### src/rtl/keypad_scanner_fifo.sv
`timescale 1ns/1ps
// -----------------------------------------------------------------------------
// keypad_scanner_fifo
//
// Matrix-keypad scanner with sweep-level debounce and a small key-code FIFO.
// One row is driven at a time for SCAN_DIV cycles. The synchronized column
// lines are sampled on the last cycle of each row period. A full sweep that
// shows exactly one closed switch resolves to code = row*N_COLUMNAS + col.
// A four-state FSM debounces press and release over whole sweeps and pushes
// each accepted code into a FIFO. The FIFO is drained through a valid/ready
// handshake.
//
// Optional feature (macro KEY_REPEAT_EN): while a key stays held, the code is
// pushed again every REPEAT_SWEEPS sweeps. When the macro is undefined, each
// debounced press produces exactly one push.
//
// Ports:
//   clk         in   system clock
//   rst_n       in   synchronous active-low reset
//   columna     in   column sense lines, active-high, asynchronous
//   fila        out  row drive, one-hot, active-high
//   key_code    out  registered FIFO head code
//   key_valid   out  FIFO not empty
//   key_ready   in   consumer takes the head when key_valid & key_ready
//   fifo_count  out  number of entries held (0..FIFO_DEPTH)
//   overflow    out  sticky: a code was dropped because the FIFO was full
//   sweep_done  out  one-cycle pulse after the last row sample of a sweep
// -----------------------------------------------------------------------------
module keypad_scanner_fifo #(
   parameter int N_FILAS       = 4,
   parameter int N_COLUMNAS    = 4,
   parameter int SCAN_DIV      = 1000,
   parameter int DEBOUNCE_CNT  = 4,
   parameter int FIFO_DEPTH    = 4,
   parameter int REPEAT_SWEEPS = 32,
   localparam int CODE_W       = $clog2(N_FILAS*N_COLUMNAS),
   localparam int CNT_W        = $clog2(FIFO_DEPTH)+1
) (
   input  logic                  clk,
   input  logic                  rst_n,
   input  logic [N_COLUMNAS-1:0] columna,
   output logic [N_FILAS-1:0]    fila,
   output logic [CODE_W-1:0]     key_code,
   output logic                  key_valid,
   input  logic                  key_ready,
   output logic [CNT_W-1:0]      fifo_count,
   output logic                  overflow,
   output logic                  sweep_done
);

   localparam int DIV_W = $clog2(SCAN_DIV);
   localparam int ROW_W = $clog2(N_FILAS);
   localparam int COL_W = $clog2(N_COLUMNAS);
   localparam int DEB_W = $clog2(DEBOUNCE_CNT+1);
   localparam int PTR_W = $clog2(FIFO_DEPTH);
`ifdef KEY_REPEAT_EN
   localparam int REP_W = $clog2(REPEAT_SWEEPS+1);
`endif

   typedef enum logic [1:0] {
      S_IDLE,
      S_DEB_PRESS,
      S_HELD,
      S_DEB_REL
   } state_t;

   // ---------------------------------------------------------------- scanning
   logic [N_COLUMNAS-1:0] r_col_meta, r_col_sync;
   logic [DIV_W-1:0]      r_div;
   logic [ROW_W-1:0]      r_row;
   logic [N_FILAS-1:0]    r_fila;
   logic                  r_acc_any, r_acc_multi;
   logic [CODE_W-1:0]     r_acc_code;
   logic                  r_res_key;
   logic [CODE_W-1:0]     r_res_code;
   logic                  r_sweep_done;

   logic                  w_sample, w_last_row;
   logic                  w_col_any, w_col_multi;
   logic [COL_W-1:0]      w_col_idx;
   logic [CODE_W-1:0]     w_row_code;
   logic                  w_m_any, w_m_multi;
   logic [CODE_W-1:0]     w_m_code;

   assign w_sample   = (r_div == DIV_W'(SCAN_DIV-1));
   assign w_last_row = (r_row == ROW_W'(N_FILAS-1));

   // Classify the current row sample: no bit, one bit (with its index), or more.
   // NOTE: every always_comb output gets a default first so no path leaves it
   // unassigned, which would otherwise infer a latch.
   always_comb begin
      w_col_any   = 1'b0;
      w_col_multi = 1'b0;
      w_col_idx   = '0;
      for (int c = 0; c < N_COLUMNAS; c++) begin
         if (r_col_sync[c]) begin
            if (w_col_any) w_col_multi = 1'b1;
            w_col_any = 1'b1;
            w_col_idx = COL_W'(c);
         end
      end
   end

   assign w_row_code = CODE_W'(r_row) * CODE_W'(N_COLUMNAS) + CODE_W'(w_col_idx);

   // Merge this row into the sweep accumulator. Two hits in different rows
   // (multi-key or ghosting) make the whole sweep ambiguous.
   assign w_m_any   = r_acc_any | w_col_any;
   assign w_m_multi = r_acc_multi | w_col_multi | (r_acc_any & w_col_any);
   assign w_m_code  = (w_col_any && !r_acc_any) ? w_row_code : r_acc_code;

   // NOTE: clocked state uses non-blocking assignments so every register sees
   // the pre-edge value of every other register, independent of block order.
   always_ff @(posedge clk) begin
      if (!rst_n) begin
         r_col_meta   <= '0;
         r_col_sync   <= '0;
         r_div        <= '0;
         r_row        <= '0;
         r_fila       <= N_FILAS'(1);
         r_acc_any    <= 1'b0;
         r_acc_multi  <= 1'b0;
         r_acc_code   <= '0;
         r_res_key    <= 1'b0;
         r_res_code   <= '0;
         r_sweep_done <= 1'b0;
      end else begin
         r_col_meta   <= columna;
         r_col_sync   <= r_col_meta;
         r_sweep_done <= 1'b0;
         if (w_sample) begin
            r_div  <= '0;
            r_fila <= {r_fila[N_FILAS-2:0], r_fila[N_FILAS-1]};
            if (w_last_row) begin
               r_row        <= '0;
               r_res_key    <= w_m_any & ~w_m_multi;
               r_res_code   <= w_m_code;
               r_sweep_done <= 1'b1;
               r_acc_any    <= 1'b0;
               r_acc_multi  <= 1'b0;
               r_acc_code   <= '0;
            end else begin
               r_row       <= r_row + ROW_W'(1);
               r_acc_any   <= w_m_any;
               r_acc_multi <= w_m_multi;
               r_acc_code  <= w_m_code;
            end
         end else begin
            r_div <= r_div + DIV_W'(1);
         end
      end
   end

   // ---------------------------------------------------------------- debounce
   state_t            r_state, w_state_nxt;
   logic [CODE_W-1:0] r_cand, w_cand_nxt;
   logic [DEB_W-1:0]  r_deb, w_deb_nxt;
   logic              w_match;
   logic              w_push;
   logic [CODE_W-1:0] w_push_code;
`ifdef KEY_REPEAT_EN
   logic [REP_W-1:0]  r_rep, w_rep_nxt;
`endif

   assign w_match = r_res_key && (r_res_code == r_cand);

   // The FSM only moves on the sweep_done cycle, when the sweep result is fresh.
   always_comb begin
      w_state_nxt = r_state;
      w_cand_nxt  = r_cand;
      w_deb_nxt   = r_deb;
      w_push      = 1'b0;
`ifdef KEY_REPEAT_EN
      w_rep_nxt   = r_rep;
`endif
      if (r_sweep_done) begin
         case (r_state)
            S_IDLE: begin
               if (r_res_key) begin
                  w_cand_nxt = r_res_code;
                  if (DEBOUNCE_CNT == 1) begin
                     w_push      = 1'b1;
                     w_state_nxt = S_HELD;
                     w_deb_nxt   = '0;
                  end else begin
                     w_state_nxt = S_DEB_PRESS;
                     w_deb_nxt   = DEB_W'(1);
                  end
               end
            end
            S_DEB_PRESS: begin
               if (!r_res_key) begin
                  w_state_nxt = S_IDLE;
                  w_deb_nxt   = '0;
               end else if (w_match) begin
                  if (r_deb == DEB_W'(DEBOUNCE_CNT-1)) begin
                     w_push      = 1'b1;
                     w_state_nxt = S_HELD;
                     w_deb_nxt   = '0;
                  end else begin
                     w_deb_nxt = r_deb + DEB_W'(1);
                  end
               end else begin
                  w_cand_nxt = r_res_code;
                  w_deb_nxt  = DEB_W'(1);
               end
            end
            S_HELD: begin
               if (!w_match) begin
                  w_state_nxt = (DEBOUNCE_CNT == 1) ? S_IDLE : S_DEB_REL;
                  w_deb_nxt   = (DEBOUNCE_CNT == 1) ? '0 : DEB_W'(1);
               end
`ifdef KEY_REPEAT_EN
               else if (r_rep == REP_W'(REPEAT_SWEEPS-1)) begin
                  w_push    = 1'b1;
                  w_rep_nxt = '0;
               end else begin
                  w_rep_nxt = r_rep + REP_W'(1);
               end
`endif
            end
            S_DEB_REL: begin
               // A returning candidate is the same press bouncing: no new push.
               if (w_match) begin
                  w_state_nxt = S_HELD;
                  w_deb_nxt   = '0;
               end else if (r_deb == DEB_W'(DEBOUNCE_CNT-1)) begin
                  w_state_nxt = S_IDLE;
                  w_deb_nxt   = '0;
               end else begin
                  w_deb_nxt = r_deb + DEB_W'(1);
               end
            end
            default: w_state_nxt = S_IDLE;
         endcase
`ifdef KEY_REPEAT_EN
         if (r_state != S_HELD && w_state_nxt == S_HELD) w_rep_nxt = '0;
`endif
      end
   end

   assign w_push_code = w_cand_nxt;

   always_ff @(posedge clk) begin
      if (!rst_n) begin
         r_state <= S_IDLE;
         r_cand  <= '0;
         r_deb   <= '0;
`ifdef KEY_REPEAT_EN
         r_rep   <= '0;
`endif
      end else begin
         r_state <= w_state_nxt;
         r_cand  <= w_cand_nxt;
         r_deb   <= w_deb_nxt;
`ifdef KEY_REPEAT_EN
         r_rep   <= w_rep_nxt;
`endif
      end
   end

   // -------------------------------------------------------------------- FIFO
   logic [CODE_W-1:0] r_mem [FIFO_DEPTH];
   logic [PTR_W-1:0]  r_wr_ptr, r_rd_ptr;
   logic [CNT_W-1:0]  r_count;
   logic [CODE_W-1:0] r_head;
   logic              r_overflow;
   logic              w_full, w_pop, w_push_ok;
   logic [PTR_W-1:0]  w_rd_inc;

   assign w_full    = (r_count == CNT_W'(FIFO_DEPTH));
   assign w_pop     = (r_count != '0) && key_ready;
   // A pop in the same cycle frees the slot, so a push into a full FIFO is kept.
   assign w_push_ok = w_push && (!w_full || w_pop);
   assign w_rd_inc  = r_rd_ptr + PTR_W'(1);

   // NOTE: storage has no reset; nothing reads a slot before it is written, and
   // the visible head is a separately reset register.
   always_ff @(posedge clk) begin
      if (w_push_ok) r_mem[r_wr_ptr] <= w_push_code;
   end

   always_ff @(posedge clk) begin
      if (!rst_n) begin
         r_wr_ptr   <= '0;
         r_rd_ptr   <= '0;
         r_count    <= '0;
         r_head     <= '0;
         r_overflow <= 1'b0;
      end else begin
         if (w_push_ok) r_wr_ptr <= r_wr_ptr + PTR_W'(1);
         if (w_pop)     r_rd_ptr <= w_rd_inc;
         case ({w_push_ok, w_pop})
            2'b10:   r_count <= r_count + CNT_W'(1);
            2'b01:   r_count <= r_count - CNT_W'(1);
            default: r_count <= r_count;
         endcase
         // The head comes straight from the push when the FIFO is (or is about
         // to be) empty; otherwise it advances to the next stored entry on pop.
         if (w_push_ok && (r_count == '0 || (r_count == CNT_W'(1) && w_pop))) begin
            r_head <= w_push_code;
         end else if (w_pop && r_count > CNT_W'(1)) begin
            r_head <= r_mem[w_rd_inc];
         end
         if (w_push && w_full && !w_pop) r_overflow <= 1'b1;
      end
   end

   assign fila       = r_fila;
   assign key_code   = r_head;
   assign key_valid  = (r_count != '0);
   assign fifo_count = r_count;
   assign overflow   = r_overflow;
   assign sweep_done = r_sweep_done;

endmodule

### config.mk
export PLATFORM = sky130hd
export DESIGN_NAME = keypad_scanner_fifo
export DESIGN_NICKNAME = d
export VERILOG_FILES = /design/src/rtl/keypad_scanner_fifo.sv
export SDC_FILE = /design/constraint.sdc
export NUM_CORES = 1
export LEC_CHECK = 0
export BUFFER_PORTS_ARGS = -buffer_cell sky130_fd_sc_hd__buf_2
export CORE_MARGIN = 4
export CORE_UTILIZATION = 40
export DETAILED_ROUTE_END_ITERATION = 12
export GPL_TIMING_DRIVEN = 0
export HOLD_SLACK_MARGIN = 0.05
export PLACE_DENSITY = 0.61
export REMOVE_ABC_BUFFERS = 1
export SLEW_MARGIN = 5
export SYNTH_ARGS = -nofsm -noshare
export SYNTH_HDL_FRONTEND = slang
export SYNTH_SLANG_ARGS = --single-unit
### constraint.sdc
create_clock -name clk -period 2.88 [get_ports clk]
set_clock_uncertainty 0.2 [all_clocks]
set_input_delay 0.576 -clock clk [delete_from_list [all_inputs] [get_ports clk]]
set_output_delay 0.576 -clock clk [all_outputs]
set_load 0.02 [all_outputs]
Word level (Yosys, flattened, before mapping)
Memories as Yosys holds them, arrays and structs flattened.
Index checks and enable logic that the tools add are counted.
{ "classes": {"addsub": 8, "n_mul": 0, "div_mod_pow": 0, "n_lt_le_gt_ge": 1, "eq_ne": 16, "n_shift": 0, "n_mux": 49, "bitwise_logic": 7, "reduce_logical": 24} }
{ "op_table": {"columns": ["cell", "n"], "rows": [
  ["two-way mux 4 bit", 8],
  ["two-way mux 1 bit", 21],
  ["two-way mux 2 bit", 10],
  ["two-way mux 3 bit", 6],
  ["one-hot mux 3 bit (4 select lines)", 1],
  ["adder 10 x 1 -> 10 bit (second input constant)", 1],
  ["== test 10 bit (second input constant)", 1],
  ["logical AND 1 bit", 9],
  ["inequality test 3 bit (second input constant)", 3],
  ["== test 2 bit (second input constant)", 4],
  ["one-hot mux 2 bit (4 select lines)", 1],
  ["one-hot mux 4 bit (2 select lines)", 1],
  ["adder 2 x 1 -> 2 bit (second input constant)", 3],
  ["adder 3 x 1 -> 3 bit (second input constant)", 2],
  ["one-hot mux 3 bit (2 select lines)", 1],
  ["AND reduction 6 bit", 1],
  ["adder 4 x 2 -> 4 bit", 1],
  ["== test 2 x 1 -> 1 bit (second input constant)", 2],
  ["== test 4 bit", 1],
  ["inequality test 2 bit (second input constant)", 2],
  ["AND reduction 2 bit", 2],
  ["nonzero test 2 bit", 2],
  ["== test 3 x 1 -> 1 bit (second input constant)", 1],
  ["== test 3 x 2 -> 1 bit (second input constant)", 1],
  ["other kinds (13)", 20]
]} }
{ "totals": {"reg_bits": 57, "latch_bits": 0, "ramBits": 16, "mem_bits_ro": 0, "input_bits": 7, "out_inout_bits": 14, "word_cells": 125, "memories": 1} }
{ "mem_list": {"columns": ["memory", "words", "width", "read_ports", "rd_ports_with_merged_regs", "wr", "line_no", "rtl"], "rows": [
  ["r_mem", 4, 4, 1, 0, 1, "263", "logic [CODE_W-1:0] r_mem [FIFO_DEPTH];"]
]} }

Logic depth before layout (Yosys ltp)
Gate-level depths: netlist of run 1.
{ "logic_depth": {"word_depth": 11, "ltp_mapped": 8, "mapped_depth_nobuf": 7} }

Least setup slack after synthesis of run 1
No wires, ideal clock.
{ "synth_path": {"path_kind": "reg-to-reg", "from": "reg r_count[0], in the netlist fifo_count[0]", "to": "reg r_count[2], in the netlist fifo_count[2]", "setup_ns": 0.072, "arrival_time_ns": 1.823, "t_required_ns": 2.608, "path_slack_ns": 0.786, "stages_incl_launch_ff": 9, "n_path_buf": 1, "synth_period_minus_slack_ns": 2.094, "cell_sequence": "dfxtp_1 inv_1 ha_1 nand2b_1 and2_1 clkbuf_1 nand2_1 mux2i_1 mux2i_1"} }
{ "synth_between": {"elab_chain_len": 6, "elab_cells_between_ends": 12, "classes_between": "add/sub: 2; eq/ne: 3; mux: 1; reduce/logical: 6"} }
{ "synth_rtl": {"columns": ["element", "line_no", "rtl"], "rows": [
  ["start: declaration", "265", "logic [CNT_W-1:0] r_count;"],
  ["start signal: assignment", "294", "2'b10: r_count <= r_count + CNT_W'(1);"],
  ["start signal: assignment", "295", "2'b01: r_count <= r_count - CNT_W'(1);"],
  ["start signal: assignment", "296", "default: r_count <= r_count;"],
  ["nonzero test 3 bit (*)", null, null],
  ["net key_valid", "44", "output logic key_valid,"],
  ["logical AND 1 bit (*)", "272", "assign w_pop = (r_count != '0) && key_ready;"],
  ["logical OR 1 bit", "274", "assign w_push_ok = w_push && (!w_full || w_pop);"],
  ["logical AND 1 bit", "274", null],
  ["== test 2 x 1 -> 1 bit / == test 2 bit (equally long branches)", "293", "case ({w_push_ok, w_pop})"],
  ["one-hot mux 3 bit (2 select lines) / nonzero test 2 bit (equally long branches)", null, null]
]} }
The timed path passes the listed nets; every way through them passes the cells marked *.
A chain may end at the register's enable or synchronous reset.

Final worst setup path of run 1
{ "layout_path": {"from": "reg r_deb[0]", "to": "mem r_mem[1][3] in the netlist's numbering, enable pin"} }
{ "layout_between": {"elab_chain_len": 9} }
{ "layout_rtl": {"columns": ["element", "line_no", "rtl"], "rows": [
  ["start: declaration", "157", "logic [DEB_W-1:0] r_deb, w_deb_nxt;"],
  ["start signal: assignment", "255", "r_deb <= w_deb_nxt;"],
  ["== test 3 x 2 -> 1 bit", "196", "if (r_deb == DEB_W'(DEBOUNCE_CNT-1)) begin"],
  ["two-way mux 1 bit", "196", null],
  ["two-way mux 1 bit", "195", "end else if (w_match) begin"],
  ["two-way mux 1 bit", "192", "if (!r_res_key) begin"],
  ["two-way mux 1 bit", "177", "case (r_state)"],
  ["two-way mux 1 bit", "176", "if (r_sweep_done) begin"],
  ["logical AND 1 bit", "274", null],
  ["two-way mux 1 bit", "280", "if (w_push_ok) r_mem[r_wr_ptr] <= w_push_code;"],
  ["two-way mux 1 bit (not written as such)", "280", null],
  ["end: declaration", "263", null]
]} }
No other way between the ends.

==> results of run 1 <==
## worst max-delay path by stage
stage	from	cells past startpoint	slack, ps	endpoint
2_1_floorplan	r_deb[0]	5	730	r_mem[0][0]
3_3_place_gp	r_deb[0]	5	300	r_mem[1][1]
3_5_place_dp	r_deb[0]	5	310	r_mem[0][1]
4_1_cts	r_deb[0]	5	270	r_mem[0][0]
5_1_grt	r_deb[0]	5	70	r_mem[1][3]
6_report	r_deb[0]	5	280	r_mem[1][3]
## area by class of cell
class                           count  area, um2
Multi-Input combinational cell    230       1530
Clock buffer                       10        128
Clock inverter                      6       35.0
Timing Repair Buffer               20        100
Fill cell                         778       4270
Inverter                           11       41.3
Tap cell                          102        128
Sequential cell                    73       1620
## power by group
| group | switching, mW | total (mW) | leakage, nW | internal, mW |
|---|---|---|---|---|
| Sequential | 0.00550 | 1.05 | 0.638 | 1.05 |
| Clock | 0.365 | 0.672 | 0.0835 | 0.306 |
| Combinational | 0.0268 | 0.0407 | 0.667 | 0.0139 |
| Total | 0.398 | 1.77 | 1.39 | 1.37 |
## sequential cells by signal, summed over array words and instances (netlist names), 4 cells and up
| register | count |
|---|---|
| r_mem | 16 |
| r_acc_code | 4 |
| r_div | 10 |
| r_col_sync | 4 |
| r_cand | 4 |
| key_code | 4 |
| r_col_meta | 4 |
| r_res_code | 4 |
| fila | 4 |
## per-layer routing
layer,vias to the layer above,GRT usage,share of wire,wire length [um]
met5,-,0,0,0
met4,0,0.0557,0.017,102
met3,12,0.0432,0.046,277
met2,45,0.216,0.47,2780
met1,1104,0.162,0.47,2820
li1,1193,-,-,-
## logic make-up after synthesis
kind of cell / share of synthesized area
AO/OA/AOI/OAI: 0.107
AND/OR/NAND/NOR: 0.217
multiplexers: 0.0622
XOR/XNOR: 0.0347
adder cells (fa/ha/maj): 0.0450
flip-flops: 0.494
buffers and inverters: 0.0397
## placed cells by master, fill, tap and decap left out, types with 4 or more instances in the layout
cell type / count
mux2i_1: 8
edfxtp_1: 16
buf_2: 20
nand4_1: 4
inv_1: 11
nand2_1: 34
clkbuf_8: 9
mux4_2: 4
nand3_1: 12
and3_1: 7
a21oi_1: 15
nor3_1: 5
nor2_1: 35
o21ai_0: 12
or3_1: 5
a31oi_1: 6
xnor2_1: 10
dfxtp_1: 57
and2_1: 17
ha_1: 11
## worst max-delay path, stage by stage (launching register included)
cell and delay (ps):
dfxtp_1 410, ha_1 240, and3b_1 220, nor2b_1 480, nor3b_4 430, and2_1 310
## metrics by stage
stage | instances | instance area, um2
5_1_grt | 452 | 3580
3_5_place_dp | 436 | 3420
2_1_floorplan | 314 | 3190
3_3_place_gp | 436 | 3420
4_1_cts | 452 | 3580
6_report | 452 | 3580
==> reports/results.tsv, run 1 <==
stage	metric	value	unit
grt	first_global_vias	2279	
clock_network	path_clk_slew	70	ps
clock_network	cts_setup_buffers	0	
clock_network	cts_buffers	9	
sta	worst_slew_pin_slew	1010	ps
pwr	p_leak	1.39	nW
yosys	synth_most_common_cell	dfxtp_1	
yosys	synth.area.top_cells	dfxtp_1 35%, edfxtp_1 15%, ha_1 4.2%, nor2_1 4.0%, nand2_1 3.9%	
setup_path	regToRegEndpoint	r_mem[1][3]	
hold_path	worstHoldStart	r_col_meta[1]	
grt	gr-usage-all-layers	0.133	
setup_path	startpoint_type	flip-flop	
floorplanning	start_util	0.418	
yosys	synth-edff-count	16	
hold_path	hold_end	r_col_sync[1]	
clock_network	cts_resized	0	
sta	period_minus_slack	2600	ps
route	first_pass_iters	4	
grt	antenna_found_initial	0	
sta	rsz0062_at_grt	no	
clock_network	cts_tree	yes	
final_layout	syn_to_final_growth	9.19	%
grt	overflow	0	
route	drtIter0Drc	95	
place	place_ws	306	ps
hold_path	hold-path-cell-count	1	
clock_network	hold_buffers	0	
yosys	synth_ff_type	dfxtp_1	
sta	setup_ws	278	ps
clock_network	clock_sinks	73	
pwr	power	1.77	mW
setup_path	r2r_cells	5	
yosys	synth_seq_cells	73	
clock_network	htree_num_levels	3	
yosys	ys_seq_area_frac	0.494	
run_status	status	completed	
route	wire_per_inst	13.2	um
yosys	ys_warn_count	0	
clock_network	cts_max_path_buffers	2	
route	wl	5.98	mm
setup_path	crit_fanout	8	
setup_path	rrSetupSlack	280	ps
sta	setup_viol	0	
sta	setup-tns-final	0	ps
final_layout	diodes	0	
yosys	yosysTopAreaCell	dfxtp_1	
final_layout	fin_util	0.456	
route	drt-vias-per-instance	5.21	
setup_path	endpoint_kind	flip-flop	
floorplanning	dieArea	9710	um2
setup_path	critPathRequiredTime	2710	ps
sta	max_clock_freq	0.384	GHz
pwr	irDropWorstVdd	0.345	mV
yosys	synthArstFlopShare	0	
sta	slew_headroom	0.327	
route	vias	2354	
yosys	avgSynthCellArea	9.91	um2
floorplanning	dieWidth	98.5	um
sta	hold_viol	0	
final_layout	drive_above_1_share	0.149	
job	drv_cap	0	
place	gp_congestion	0.765	
hold_path	min_path_type	flip-flop to flip-flop	
sta	min_period_over_period	0.903	
yosys	synthCells	331	
floorplanning	coreArea	7850	um2
yosys	synth_commonest_cells	57 x dfxtp_1, 35 x nor2_1, 34 x nand2_1	
place	portBuffers	20	
sta	whs	234	ps
floorplanning	row_count	32	
setup_path	worstSetupPathType	flip-flop to flip-flop	
final_layout	nets	363	
setup_path	cp_data_arrival_time	2430	ps
clock_network	clock_tree.root_cell	clkbuf_8	
pwr	power.density	493	nW/um2
clock_network	clk_latency	340	ps
setup_path	reg2reg_from	r_deb[0]	
sta	slew_viol_final	0	
route	drc	0	
floorplanning	pin_count	21	
yosys	syn_area	3280	um2
floorplanning	fp.dieH	98.5	um
route	drtAntennaViolNets	0	
place	dp_hpwl	4.11	mm
yosys	synth_top_area_frac	0.348	
grt	grt_max_degree	30	
yosys	ys_types	52	
grt	grt_pass1_wl	10.5	mm
Note: power is estimated with default switching activity, not from simulation.
==> inputs of run 2 (changes only) <==
==> constraint.sdc (replaced) <==
create_clock -name clk -period 2.88 [get_ports clk]
set_clock_uncertainty 0.2 [all_clocks]
set_input_delay 0.288 -clock clk [delete_from_list [all_inputs] [get_ports clk]]
set_output_delay 0.288 -clock clk [all_outputs]
set_load 0.02 [all_outputs]
==> reports/results.tsv, run 2 (synthesized netlist as in run 1, its figures left out) <==
stage	metric	value	unit
clock_network	clk_latency	340	ps
route	wire_per_inst	13.2	um
sta	slew_viol_final	0	
pwr	p_leak	1.41	nW
sta	slew_headroom	0.334	
pwr	power.density	489	nW/um2
setup_path	endpoint_kind	flip-flop	
grt	first_global_vias	2296	
final_layout	syn_to_final_growth	10.4	%
setup_path	cpLargestDelayFamily	simple AND/OR/NAND/NOR gates	
setup_path	critPathRequiredTime	2710	ps
job	drv_cap	0	
setup_path	slowest_stage	nor2b_1	
setup_path	slowest_delay	470	ps
place	dp_hpwl	4.11	mm
final_layout	reg_top3	r_mem x16, r_div x10	
floorplanning	pin_count	21	
route	drt-vias-per-instance	5.18	
route	drtAntennaViolNets	0	
setup_path	worstSetupPathType	flip-flop to flip-flop	
sta	setup-tns-final	0	ps
clock_network	htree_num_levels	3	
setup_path	reg2reg_from	r_deb[0]	
final_layout	top_register	r_mem	
pwr	power	1.77	mW
grt	overflow	0	
clock_network	clock_sinks	73	
place	portBuffers	20	
grt	grt_max_degree	30	
setup_path	startpoint_type	flip-flop	
setup_path	crit_fanout	8	
sta	period_minus_slack	2590	ps
place	gp_congestion	0.765	
pwr	irDropWorstVdd	0.345	mV
clock_network	clock_tree.root_cell	clkbuf_8	
sta	min_period_over_period	0.899	
floorplanning	start_util	0.418	
clock_network	cts_setup_buffers	0	
setup_path	cp_data_arrival_time	2420	ps
run_status	status	completed	
setup_path	worstPathBufferInverterCount	0	
sta	max_clock_freq	0.386	GHz
sta	setup_viol	0	
floorplanning	fp.dieH	98.5	um
final_layout	drive_above_1_share	0.147	
route	wl	6.02	mm
floorplanning	row_count	32	
final_layout	diodes	0	
grt	antenna_found_initial	0	
final_layout	largest_reg_flops	16	
setup_path	crit_start	r_deb[0]	
setup_path	path_cells	ha_1 > and3b_1 > nor2b_1 > nor3b_4 > and2_1	
clock_network	cts_buffers	9	
grt	grt_pass1_wl	10.6	mm
final_layout	layout_common_cells	57 x dfxtp_1, 35 x nor2_1, 34 x nand2_1, 20 x buf_2, 17 x and2_1	
clock_network	cts_max_path_buffers	2	
hold_path	min_path_type	input port to flip-flop	
grt	gr-usage-all-layers	0.134	
route	first_pass_iters	4	
clock_network	cts_tree	yes	
final_layout	nets	367	
hold_path	worstHoldStart	key_ready	
final_layout	final_common_cell	dfxtp_1	
sta	hold_viol	0	
route	vias	2363	
sta	worst_slew_pin_slew	998	ps
floorplanning	coreArea	7850	um2
floorplanning	dieArea	9710	um2
route	drc	0	
clock_network	path_clk_slew	80	ps
route	drtIter0Drc	94	
floorplanning	dieWidth	98.5	um
sta	rsz0062_at_grt	no	
-- run 2: changes by cell type in the layout (fill, tap and decap cells not counted) --
cell,delta
dlygate4sd3_1,+4
-- run 2: final timing paths --
check                           slack, ps             to  cells after the start
worst max register to register        290    r_mem[1][3]                      5
worst max-delay path                  290    r_mem[1][3]                      5
worst min-delay path                  110    key_code[2]                      3
worst min register to register        230  r_col_sync[1]                      1
-- run 2: final cells by class --
type                       instances  area (um2)
tap                              102         128
timing repair buffer              24         140
inverter                          11        41.3
clock inverter                     6        35.0
fill                             774        4230
multi-input combinational        230        1530
sequential                        73        1620
clock buffer                      10         128
-- run 2: power breakdown --
group | total (mW) | internal [mW] | switching [mW] | leakage, nW
logic | 0.0448 | 0.0175 | 0.0274 | 0.684
registers | 1.05 | 1.05 | 0.00547 | 0.638
clock network | 0.672 | 0.306 | 0.365 | 0.0835
total | 1.77 | 1.37 | 0.398 | 1.41
-- run 2: worst min-delay path: stages --
cell	delay, ps
buf_2	150
nand3_1	80
a31oi_1	80
-- run 2: per-stage QoR --
stage | cell area, um2 | instances | setup WS (ps) | utilization | hold slack [ps]
3_3_place_gp | 3420 | 436 | 304 | 0.436 | 218
2_1_floorplan | 3190 | 314 | 734 | - | 160
5_1_grt | 3620 | 456 | 69.4 | 0.461 | 119
6_report | 3620 | 456 | 290 | 0.461 | 106
3_5_place_dp | 3420 | 436 | 306 | 0.436 | 219
4_1_cts | 3620 | 456 | 268 | 0.461 | 89.1
-- run 2: repair_timing --
item | in CTS | in global routing
hold endpoints to repair | 4 | 0
hold buffers | 4 | 0
resized for setup | 0 | 0
-- run 2: metal layers --
layer	up-vias	track usage	routed length [um]
met2	51	0.218	2810
li1	1202	-	-
met5	-	0	0
met1	1098	0.163	2820
met3	12	0.0432	284
met4	0	0.0557	102
==> inputs of run 3 (changes only) <==
Settings changed: ABC_AREA from default to 1, SLEW_MARGIN 5 to default.
==> reports/results.tsv, run 3 <==
stage	metric	value	unit
sta	slew_headroom	0.588	
final_layout	diodes	0	
route	drc	0	
route	wl	6.19	mm
clock_network	clk_latency	340	ps
sta	max_clock_freq	0.446	GHz
yosys	synth_commonest_cells	84 x nand2_1, 70 x inv_1, 57 x dfxtp_1	
clock_network	cts_buffers	9	
yosys	synth_ff_type	dfxtp_1	
final_layout	final_common_cell	nand2_1	
clock_network	hold_buffers	4	
sta	min_period_over_period	0.779	
floorplanning	start_util	0.414	
final_layout	reg_top3	r_mem x16, r_div x10	
yosys	ys_warn_count	0	
setup_path	endpoint_kind	flip-flop	
final_layout	nets	476	
yosys	synthArstFlopShare	0	
grt	use_met3	0.0450	
clock_network	path_clk_slew	80	ps
sta	worst_slew_pin_slew	617	ps
floorplanning	pin_count	21	
setup_path	worstSetupPathType	flip-flop to flip-flop	
sta	setup-tns-final	0	ps
clock_network	cts_max_path_buffers	2	
place	portBuffers	20	
sta	setup_viol	0	
floorplanning	row_count	33	
grt	antenna_found_initial	0	
yosys	ys_types	39	
final_layout	final-seq-area	1620	um2
grt	use_met2	0.233	
yosys	yosysTopAreaCell	dfxtp_1	
floorplanning	coreArea	8300	um2
route	drtAntennaViolNets	0	
route	drt-vias-per-instance	4.76	
grt	grt_pass1_wl	10.8	mm
grt	first_global_vias	2518	
route	first_pass_iters	5	
floorplanning	fp.dieH	101	um
final_layout	largest_reg_flops	16	
floorplanning	dieWidth	101	um
final_layout	multi_input_area	1500	um2
sta	setup_ws	636	ps
route	vias	2701	
final_layout	layout_common_cells	84 x nand2_1, 70 x inv_1, 57 x dfxtp_1, 56 x nor2_1, 21 x a21oi_1	
pwr	irDropWorstVdd	0.283	mV
pwr	power	2.12	mW
grt	grt_max_degree	25	
yosys	synth.area.top_cells	dfxtp_1 33%, edfxtp_1 14%, nand2_1 9.2%, inv_1 7.6%, nor2_1 6.1%	
sta	rsz0062_at_grt	no	
sta	whs	83.7	ps
grt	met1_usage	0.155	
place	dp_hpwl	4.63	mm
clock_network	htree_num_levels	3	
clock_network	clock_tree.root_cell	clkbuf_8	
final_layout	top_register	r_mem	
sta	period_minus_slack	2240	ps
yosys	synth-edff-count	16	
place	gp_congestion	0.772	
setup_path	crit_fanout	8	
final_layout	syn_to_final_growth	13.6	%
clock_network	cts_setup_buffers	0	
setup_path	startpoint_type	flip-flop	
hold_path	min_path_type	input port to flip-flop	
yosys	synth_most_common_cell	nand2_1	
place	place_ws	647	ps
sta	slew_viol_final	0	
yosys	syn_area	3440	um2
clock_network	cts_tree	yes	
grt	gr-usage-all-layers	0.134	
yosys	synth_top_area_frac	0.332	
pwr	p_leak	1.76	nW
yosys	synthCells	429	
setup_path	critPathRequiredTime	2680	ps
yosys	synth_seq_cells	73	
yosys	ys_seq_area_frac	0.472	
clock_network	cts_resized	0	
route	drtIter0Drc	72	
pwr	power.density	544	nW/um2
setup_path	cp_data_arrival_time	2050	ps
sta	hold_viol	0	
clock_network	clock_sinks	73	
final_layout	drive_above_1_share	0.136	
grt	grt_busiest_layer	met2	
grt	overflow	0	
floorplanning	dieArea	10100	um2
job	drv_cap	0	
run_status	status	completed	
final_layout	fill_cells	793	
yosys	avgSynthCellArea	8.01	um2
route	wire_per_inst	10.9	um
==> run 3: changes by cell type in the layout (fill, tap and decap cells not counted), moves of 6 or more <==
cell | before | now
inv_1 | 11 | 70
and2_1 | 17 | 0
nand2_1 | 34 | 84
mux2i_1 | 8 | 0
and3_1 | 7 | 0
xnor2_1 | 10 | 1
a21oi_1 | 15 | 21
o21ai_1 | 1 | 7
inv_2 | 0 | 6
o22ai_1 | 2 | 10
nor2_1 | 35 | 56
a31oi_1 | 6 | 0
==> run 3: final timing paths <==
check | start | to | slack (ps) | cells past startpoint
worst max-delay path | r_deb[0] | r_mem[3][0] | 640 | 7
worst min-delay path | key_ready | r_rd_ptr[0] | 80 | 3
worst max register to register | r_deb[0] | r_mem[3][0] | 640 | 7
worst min register to register | r_col_meta[3] | r_col_sync[3] | 210 | 2
==> run 3: layer usage <==
layer | routed length, um | vias up | part of all wire
li1 | - | 1436 | -
met4 | 74 | 0 | 0.012
met1 | 2880 | 1217 | 0.47
met5 | 0 | - | 0
met2 | 2960 | 40 | 0.48
met3 | 278 | 8 | 0.045
==> run 3: logic make-up after synthesis <==
| family | share of synthesized area |
|---|---|
| AOI/OAI and AO/OA | 0.109 |
| and+or+nand+nor | 0.279 |
| DFF | 0.472 |
| xor gates and xnor gates | 0.00765 |
| adders and majority gates | 0.0401 |
| buffers and inverters | 0.0925 |
==> run 3: power breakdown <==
part / total [mW] / switching (mW) / internal [mW]
Sequential: 1.07 / 0.0134 / 1.06
Clock: 0.895 / 0.382 / 0.513
Combinational: 0.161 / 0.105 / 0.0558
==> run 3: area by class of cell <==
| type | count | share of cell area |
|---|---|---|
| clock inverter | 6 | 0.0231 |
| clock buffer | 10 | 0.0353 |
| sequential | 73 | 0.416 |
| tap | 105 | 0.0337 |
| timing repair buffer | 24 | 0.0359 |
| inverter | 76 | 0.0731 |
| multi-input combinational | 274 | 0.383 |
==> run 3: worst max-delay path: stages, from the launching register on <==
cell and delay (ps):
dfxtp_1 360, ha_1 150, inv_1 50, nor2_1 370, nand3_4 150, nor2_8 140
nand2_2 130, nor2_1 340
==> run 3: metrics by stage <==
step,instance area (um2),instances,utilization
after floorplan,3400,423,-
after global placement,3630,548,0.438
after detailed placement,3630,548,0.438
after CTS,3900,568,0.470
after global routing,3900,568,0.470
final,3900,568,0.470
